File: src/rtl/bolme_pkg.sv
// bolme_pkg: shared types and constants for the sequential restoring divider.
// Holds the controller state enum, the default operand width and the
// step-counter width derived from it.
package bolme_pkg;

  // Default operand width; the dividend is twice this wide.
  localparam int BOLME_VERI_W  = 32;

  // Step counter must be able to hold 0..BOLME_VERI_W.
  localparam int BOLME_SAYAC_W = $clog2(BOLME_VERI_W + 1);

  // Controller states: idle, iterating, result strobe.
  typedef enum logic [1:0] {
    BOSTA = 2'd0,
    HESAP = 2'd1,
    BITTI = 2'd2
  } bolme_durum_t;

endpackage

File: src/rtl/bolme_adim.sv
// bolme_adim: one combinational restoring-division step.
// Shifts the next dividend bit into the partial remainder, trial-subtracts
// the divisor and keeps the difference only when it does not borrow.
module bolme_adim
  import bolme_pkg::*;
#(
  parameter int VERI_W = BOLME_VERI_W
) (
  input  logic [VERI_W:0]   i_kalan,
  input  logic              i_bit,
  input  logic [VERI_W-1:0] i_bolen,
  output logic [VERI_W:0]   o_kalan,
  output logic              o_bit
);

  logic [VERI_W+1:0] w_kaydir;
  logic [VERI_W:0]   w_fark;

  // Shift, trial-subtract, restore on borrow.
  always_comb begin
    w_kaydir = {i_kalan, i_bit};
    // The remainder entering a step is always below the divisor, so when
    // the trial subtraction succeeds the true difference fits in VERI_W+1 bits.
    w_fark   = w_kaydir[VERI_W:0] - {1'b0, i_bolen};
    o_bit    = (w_kaydir >= {2'b00, i_bolen});
    o_kalan  = o_bit ? w_fark : w_kaydir[VERI_W:0];
  end

endmodule

File: src/rtl/bolme.sv
// bolme: sequential restoring divider, 2*VERI_W-bit dividend by VERI_W-bit
// divisor, one quotient bit per clock, start/ready/valid handshake.
// Divide-by-zero and quotient overflow are reported on tasma with zeroed
// results. Defining BOLME_ISARETLI_EN adds the isaretli input for
// two's-complement operation (sign fixup on the final step).
module bolme
  import bolme_pkg::*;
#(
  parameter int VERI_W = BOLME_VERI_W
) (
  input  logic                  clk,
  input  logic                  rst,
`ifdef BOLME_ISARETLI_EN
  input  logic                  isaretli,
`endif
  input  logic                  basla,
  input  logic [2*VERI_W-1:0]   sayi1,
  input  logic [VERI_W-1:0]     sayi2,
  output logic                  hazir,
  output logic                  gecerli,
  output logic                  tasma,
  output logic [VERI_W-1:0]     bolum,
  output logic [VERI_W-1:0]     kalan
);

  localparam int SAYAC_W = $clog2(VERI_W + 1);

  bolme_durum_t         r_durum;
  logic [SAYAC_W-1:0]   r_sayac;
  logic [VERI_W:0]      r_kalan_kismi;  // partial remainder
  logic [VERI_W-1:0]    r_alt;          // low dividend bits out, quotient bits in
  logic [VERI_W-1:0]    r_bolen;
  logic                 r_tasma;
  logic [VERI_W-1:0]    r_bolum;
  logic [VERI_W-1:0]    r_kalan;
`ifdef BOLME_ISARETLI_EN
  logic                 r_isaretli;
  logic                 r_bolunen_isaret;
  logic                 r_bolen_isaret;
  logic                 w_negatif;
  logic [VERI_W-1:0]    w_sinir;
`endif

  logic [2*VERI_W-1:0]  w_bolunen_mut;
  logic [VERI_W-1:0]    w_bolen_mut;
  logic                 w_giris_hata;
  logic [VERI_W:0]      w_kalan_yeni;
  logic                 w_q;
  logic [VERI_W-1:0]    w_bolum_ham;
  logic                 w_son_adim;
  logic                 w_sonuc_tasma;
  logic [VERI_W-1:0]    w_bolum_son;
  logic [VERI_W-1:0]    w_kalan_son;

  bolme_adim #(.VERI_W(VERI_W)) u_adim (
    .i_kalan (r_kalan_kismi),
    .i_bit   (r_alt[VERI_W-1]),
    .i_bolen (r_bolen),
    .o_kalan (w_kalan_yeni),
    .o_bit   (w_q)
  );

  // Operand magnitudes and the accept-time error check.
  always_comb begin
    // NOTE: every always_comb output gets a default first so no path leaves it
    // unassigned; a missing branch would otherwise infer a latch.
    w_bolunen_mut = sayi1;
    w_bolen_mut   = sayi2;
`ifdef BOLME_ISARETLI_EN
    if (isaretli && sayi1[2*VERI_W-1]) w_bolunen_mut = -sayi1;
    if (isaretli && sayi2[VERI_W-1])   w_bolen_mut   = -sayi2;
`endif
    // Upper half >= divisor means the quotient cannot fit in VERI_W bits.
    w_giris_hata = (sayi2 == '0) || (w_bolunen_mut[2*VERI_W-1:VERI_W] >= w_bolen_mut);
  end

  // Final-step result assembly, with sign fixup when enabled.
  always_comb begin
    w_bolum_ham   = {r_alt[VERI_W-2:0], w_q};
    w_son_adim    = (r_sayac == SAYAC_W'(VERI_W - 1));
    w_sonuc_tasma = 1'b0;
    w_bolum_son   = w_bolum_ham;
    w_kalan_son   = w_kalan_yeni[VERI_W-1:0];
`ifdef BOLME_ISARETLI_EN
    w_negatif     = r_isaretli & (r_bolunen_isaret ^ r_bolen_isaret);
    // Largest representable magnitude: 2^(W-1)-1 positive, 2^(W-1) negative.
    w_sinir       = {1'b0, {(VERI_W-1){1'b1}}} + VERI_W'(w_negatif);
    w_sonuc_tasma = r_isaretli && (w_bolum_ham > w_sinir);
    if (w_negatif)        w_bolum_son = -w_bolum_ham;
    if (r_bolunen_isaret) w_kalan_son = -w_kalan_yeni[VERI_W-1:0];
`endif
  end

  // Controller and datapath registers.
  always_ff @(posedge clk or negedge rst) begin
    // NOTE: all sequential state uses non-blocking assignments so every
    // register samples pre-edge values regardless of statement order.
    if (!rst) begin
      r_durum          <= BOSTA;
      r_sayac          <= '0;
      r_kalan_kismi    <= '0;
      r_alt            <= '0;
      r_bolen          <= '0;
      r_tasma          <= 1'b0;
      r_bolum          <= '0;
      r_kalan          <= '0;
`ifdef BOLME_ISARETLI_EN
      r_isaretli       <= 1'b0;
      r_bolunen_isaret <= 1'b0;
      r_bolen_isaret   <= 1'b0;
`endif
    end else begin
      case (r_durum)
        BOSTA: begin
          if (basla) begin
            r_bolen       <= w_bolen_mut;
            r_kalan_kismi <= {1'b0, w_bolunen_mut[2*VERI_W-1:VERI_W]};
            r_alt         <= w_bolunen_mut[VERI_W-1:0];
            r_sayac       <= '0;
`ifdef BOLME_ISARETLI_EN
            r_isaretli       <= isaretli;
            r_bolunen_isaret <= isaretli & sayi1[2*VERI_W-1];
            r_bolen_isaret   <= isaretli & sayi2[VERI_W-1];
`endif
            if (w_giris_hata) begin
              r_tasma <= 1'b1;
              r_bolum <= '0;
              r_kalan <= '0;
              r_durum <= BITTI;
            end else begin
              r_durum <= HESAP;
            end
          end
        end
        HESAP: begin
          r_kalan_kismi <= w_kalan_yeni;
          r_alt         <= w_bolum_ham;
          r_sayac       <= r_sayac + SAYAC_W'(1);
          if (w_son_adim) begin
            r_durum <= BITTI;
            if (w_sonuc_tasma) begin
              r_tasma <= 1'b1;
              r_bolum <= '0;
              r_kalan <= '0;
            end else begin
              r_tasma <= 1'b0;
              r_bolum <= w_bolum_son;
              r_kalan <= w_kalan_son;
            end
          end
        end
        BITTI:   r_durum <= BOSTA;
        default: r_durum <= BOSTA;
      endcase
    end
  end

  assign hazir   = (r_durum == BOSTA);
  assign gecerli = (r_durum == BITTI);
  assign tasma   = r_tasma;
  assign bolum   = r_bolum;
  assign kalan   = r_kalan;

endmodule
File: config.mk
export PLATFORM = sky130hd
export DESIGN_NAME = bolme
export DESIGN_NICKNAME = d
export VERILOG_FILES = /design/src/rtl/bolme_pkg.sv /design/src/rtl/bolme_adim.sv /design/src/rtl/bolme.sv
export SDC_FILE = /design/constraint.sdc
export NUM_CORES = 1
export LEC_CHECK = 0
export CAP_MARGIN = 30
export CORE_ASPECT_RATIO = 0.75
export CORE_MARGIN = 4
export CORE_UTILIZATION = 25
export DETAILED_ROUTE_END_ITERATION = 10
export GPL_TIMING_DRIVEN = 1
export PLACE_DENSITY = 0.56
export SYNTH_ARGS = -nofsm -noshare
export SYNTH_HDL_FRONTEND = slang
export SYNTH_SLANG_ARGS = --single-unit
File: constraint.sdc
create_clock -name clk -period 2.8 [get_ports clk]
set_clock_uncertainty 0.05 [all_clocks]
set_input_delay 0.28 -clock clk [delete_from_list [all_inputs] [get_ports clk]]
set_output_delay 0.28 -clock clk [all_outputs]
set_load 0.1 [all_outputs]
==> results.yml <==
run_status:
  status: "finished with violations"
  violations: "negative setup slack"
die:
  placementRows: 63
  dieHeight_um: 183
  start_util_pct: 25.6
  dieArea_um2: 44300
  coreArea_um2: 40000
  die_w_um: 242
  ioPinCount: 166
global_routing:
  grt_pass1_wl_mm: 57.0
  grt_max_degree: 69
  grt_antenna_before_repair: 0
  first_global_vias: 9727
  globalRouteTotalUtil_pct: 16.3
  gr-total-overflow: 0
timing:
  setup_viol: 67
  finalHoldViolations: 0
  tightest_slew_ns: 0.724
  setup_tns_ns: -17.22
  final.min_clock_period_ns: 3.13
  fmax_mhz: 320
  slew_headroom_pct: 51.7
  setup_ws_ns: -0.326
  post-route-period-util_pct: 112
  rsz0062_at_grt: "yes"
  maxSlewViolCount: 0
worst_setup_path:
  critPathArrivalTime_ns: 3.44
  worstSetupStartpointType: "flip-flop"
  cp-end-kind: "flip-flop"
  path_max_fanout: 5
  reg2reg_from: "r_alt[31]"
  critical_path.max_stage_delay_ns: 0.40
  cp_top_family: "compound AO/OA/AOI/OAI gates"
  crit_path_cell_trace: "inv_2, ha_4, inv_2, fa_2, a21o_1, a31o_4, a2111oi_4, o2111ai_2, nand2_2, o21ai_4, clkbuf_16, mux2i_4, buf_6, o31ai_1"
  rrSetupSlack_ns: -0.33
  critPathKind: "reg2reg"
  r2r-end: "kalan[4]"
  reg2regPathDepth: 14
  cp_num_buf_inv: 4
  crit_top_cell: "inv_2"
  critPathSlowestCell: "dfrtp_1"
  required_ns: 3.11
hold_path:
  hold_class: "in2reg"
  min_to: "r_bolen[31]"
  hold_start: "sayi2[31]"
  holdPathStages: 3
synth:
  synth_edf_count: 0
  ys_seq_elements: 170
  yosys_warnings: 0
  ys_top_cells_by_area: "dfrtp_1, ha_1, nand2_1, inv_1, o21ai_0"
  postSynthAreaPerCell_um2: 8.66
  synthXorXnorAreaFrac_pct: 2.14
  yosys.area.top_type: "dfrtp_1"
  synth-simple-area-share_pct: 15.9
  yosys.cell_types.count: 71
  yosysSeqAreaShare_pct: 41.5
  synth-main-ff-cell: "dfrtp_1"
  synth_compound_area_share_pct: 21.7
  syn_nets: 1348
  syn_area_um2: 10200
  synth_top_area_share_pct: 41.5
  ys_async_sr_fraction_pct: 100
  muxShareOfSynthArea_pct: 2.75
  synth_top_family_by_area: "compound AO/OA/AOI/OAI gates"
  synth_cells: 1183
  synthAdderAreaFrac_pct: 8.14
layout:
  post-route-util_pct: 39.2
  fin_cells: 2081
  nFillCells: 3970
  drive_gt1_share_pct: 31.2
  layout_common_cells: "buf_4, dfrtp_1, nand2_1"
  diodes: 0
  area_growth_pct: 53.0
  nNetsFinal: 1713
  final_common_cell: "buf_4"
power:
  combPwrFrac_pct: 73.1
  switching_share_pct: 45.1
  power_leakage_uw: 0.00724
  seq_power_share_pct: 16.2
  power_switching_uw: 10800
  p_clk_share_pct: 10.7
  total_power_uw: 24000
  ir_worst_vdd_mv: 0.940
  p_per_area_nw_per_um2: 1530
  p_int_uw: 13200
place:
  post-place-ws_ns: -0.786
  dpl.cell_count: 2033
  hpwl_mm: 27.6
  place_congestion: 0.902
  io_buffers: 165
run:
  drv_cap: 0
detailed_routing:
  drt_iter0_markers: 611
  ant_nets: 0
  drtPass1Iterations: 5
  viasPerCell: 4.78
  wl_per_cell_um: 17.8
  drc: 0
  drt_wl_total_mm: 37.1
  via_count: 9945
clocking:
  cts_num_sinks: 170
  clk_path_buf_depth: 2
  cts-htree-levels: 4
  cts_made_buffers: 17
  clk_pin_slew_ns: 0.08
  cts_tree: "done"
  cts_root_buf: "clkbuf_16"
  clk_latency_ns: 0.45
==> cell type report <==
type,instances,area (µm²),area share [%]
Multi-Input combinational cell,813,6050,38.6
Timing Repair Buffer,418,3610,23.1
Tap cell,520,651,4.15
Clock buffer,17,425,2.71
Clock inverter,15,199,1.27
Sequential cell,170,4250,27.1
Inverter,128,480,3.07
==> metrics by stage <==
| step | instance area [µm²] | hold slack [ns] |
|---|---|---|
| after floorplan | 10300 | -0.0656 |
| after global placement | 14000 | 0.305 |
| after detailed placement | 14000 | 0.314 |
| after CTS | 15100 | 0.309 |
| after global routing | 15700 | 0.211 |
| final | 15700 | 0.223 |
==> metal layers <==
metal  routed length [µm]  vias up  global-route usage (%)
met5                    0        -                       0
met4                  525        0                    3.92
met3                 2150       30                    4.33
met2                15900      235                    23.6
met1                18600     4815                    24.0
li1                     -     4865                       -
==> sequential cells by signal, indices dropped and copies added, names as in the netlist <==
register and count:
r_alt 32, bolum 32, tasma 1, r_sayac 6, r_kalan_kismi 33, r_bolen 32
kalan 32, r_durum 2
==> kinds of logic (layout without fill, tap and decap cells) <==
kind of cell    Yosys count  after routing
xor+xnor                 25             25
simple gates            351            351
mux                      28             28
flops                   170            170
compound gates          343            343
fa+ha+maj                66             66
buf+inv                 200            578
==> worst register-to-register path, cell delays in order, from the launching register on <==
cell       delay (ns)
dfrtp_1          0.40
inv_2            0.10
ha_4             0.14
inv_2            0.03
fa_2             0.34
a21o_1           0.19
a31o_4           0.24
a2111oi_4        0.34
o2111ai_2        0.20
nand2_2          0.15
o21ai_4          0.14
clkbuf_16        0.22
mux2i_4          0.20
buf_6            0.13
o31ai_1          0.17
==> power by group through the flow <==
stage / Sequential [µW] / Clock, µW / Combinational, µW
6_report: 3890 / 2580 / 17500
2_1_floorplan: 4290 / 0 / 7510
3_3_place_gp: 3850 / 0 / 14000
5_1_grt: 3990 / 2760 / 18800
3_5_place_dp: 3880 / 0 / 14200
4_1_cts: 3850 / 2650 / 16000
==> synth_stat cells (all sizes together) (3+ instances only) <==
library cell / n
a211o: 5
a211oi: 20
a21boi: 4
a21o: 41
a21oi: 62
a22o: 3
a31oi: 37
and2: 4
and3: 4
and4: 4
buf: 26
clkbuf: 46
dfrtp: 170
ha: 65
inv: 128
mux2i: 27
nand2: 140
nand2b: 22
nand3: 53
nand4: 12
nor2: 76
nor2b: 7
nor3: 5
nor3b: 3
nor4: 12
o211ai: 7
o21a: 3
o21ai: 95
o221ai: 5
o22ai: 17
o31ai: 22
o32ai: 3
or2: 3
or3: 3
xnor2: 18
xor2: 7
==> worst max path at each step <==
| stage | from | to | slack [ns] | depth (start not counted) |
|---|---|---|---|---|
| floorplan | r_alt[31] | r_kalan_kismi[32] | -0.09 | 13 |
| global placement | sayi2[10] | tasma | -0.80 | 14 |
| global route | r_alt[31] | kalan[23] | -0.45 | 14 |
| CTS | r_alt[31] | kalan[22] | -0.34 | 14 |
| finish | r_alt[31] | kalan[4] | -0.33 | 14 |
| detailed placement | sayi2[10] | bolum[24] | -0.79 | 13 |
==> repair_timing <==
| action | CTS | global route |
|---|---|---|
| endpoints found under the setup margin | 100 | 99 |
| hold endpoints to repair | 65 | 0 |
| gates cloned | 0 | 2 |
| hold buffers | 1 | 0 |
| setup buffers | 6 | 8 |
| resized for setup | 94 | 86 |
| pin swaps | 28 | 39 |
No activity file was read; power rests on OpenSTA's default activity.
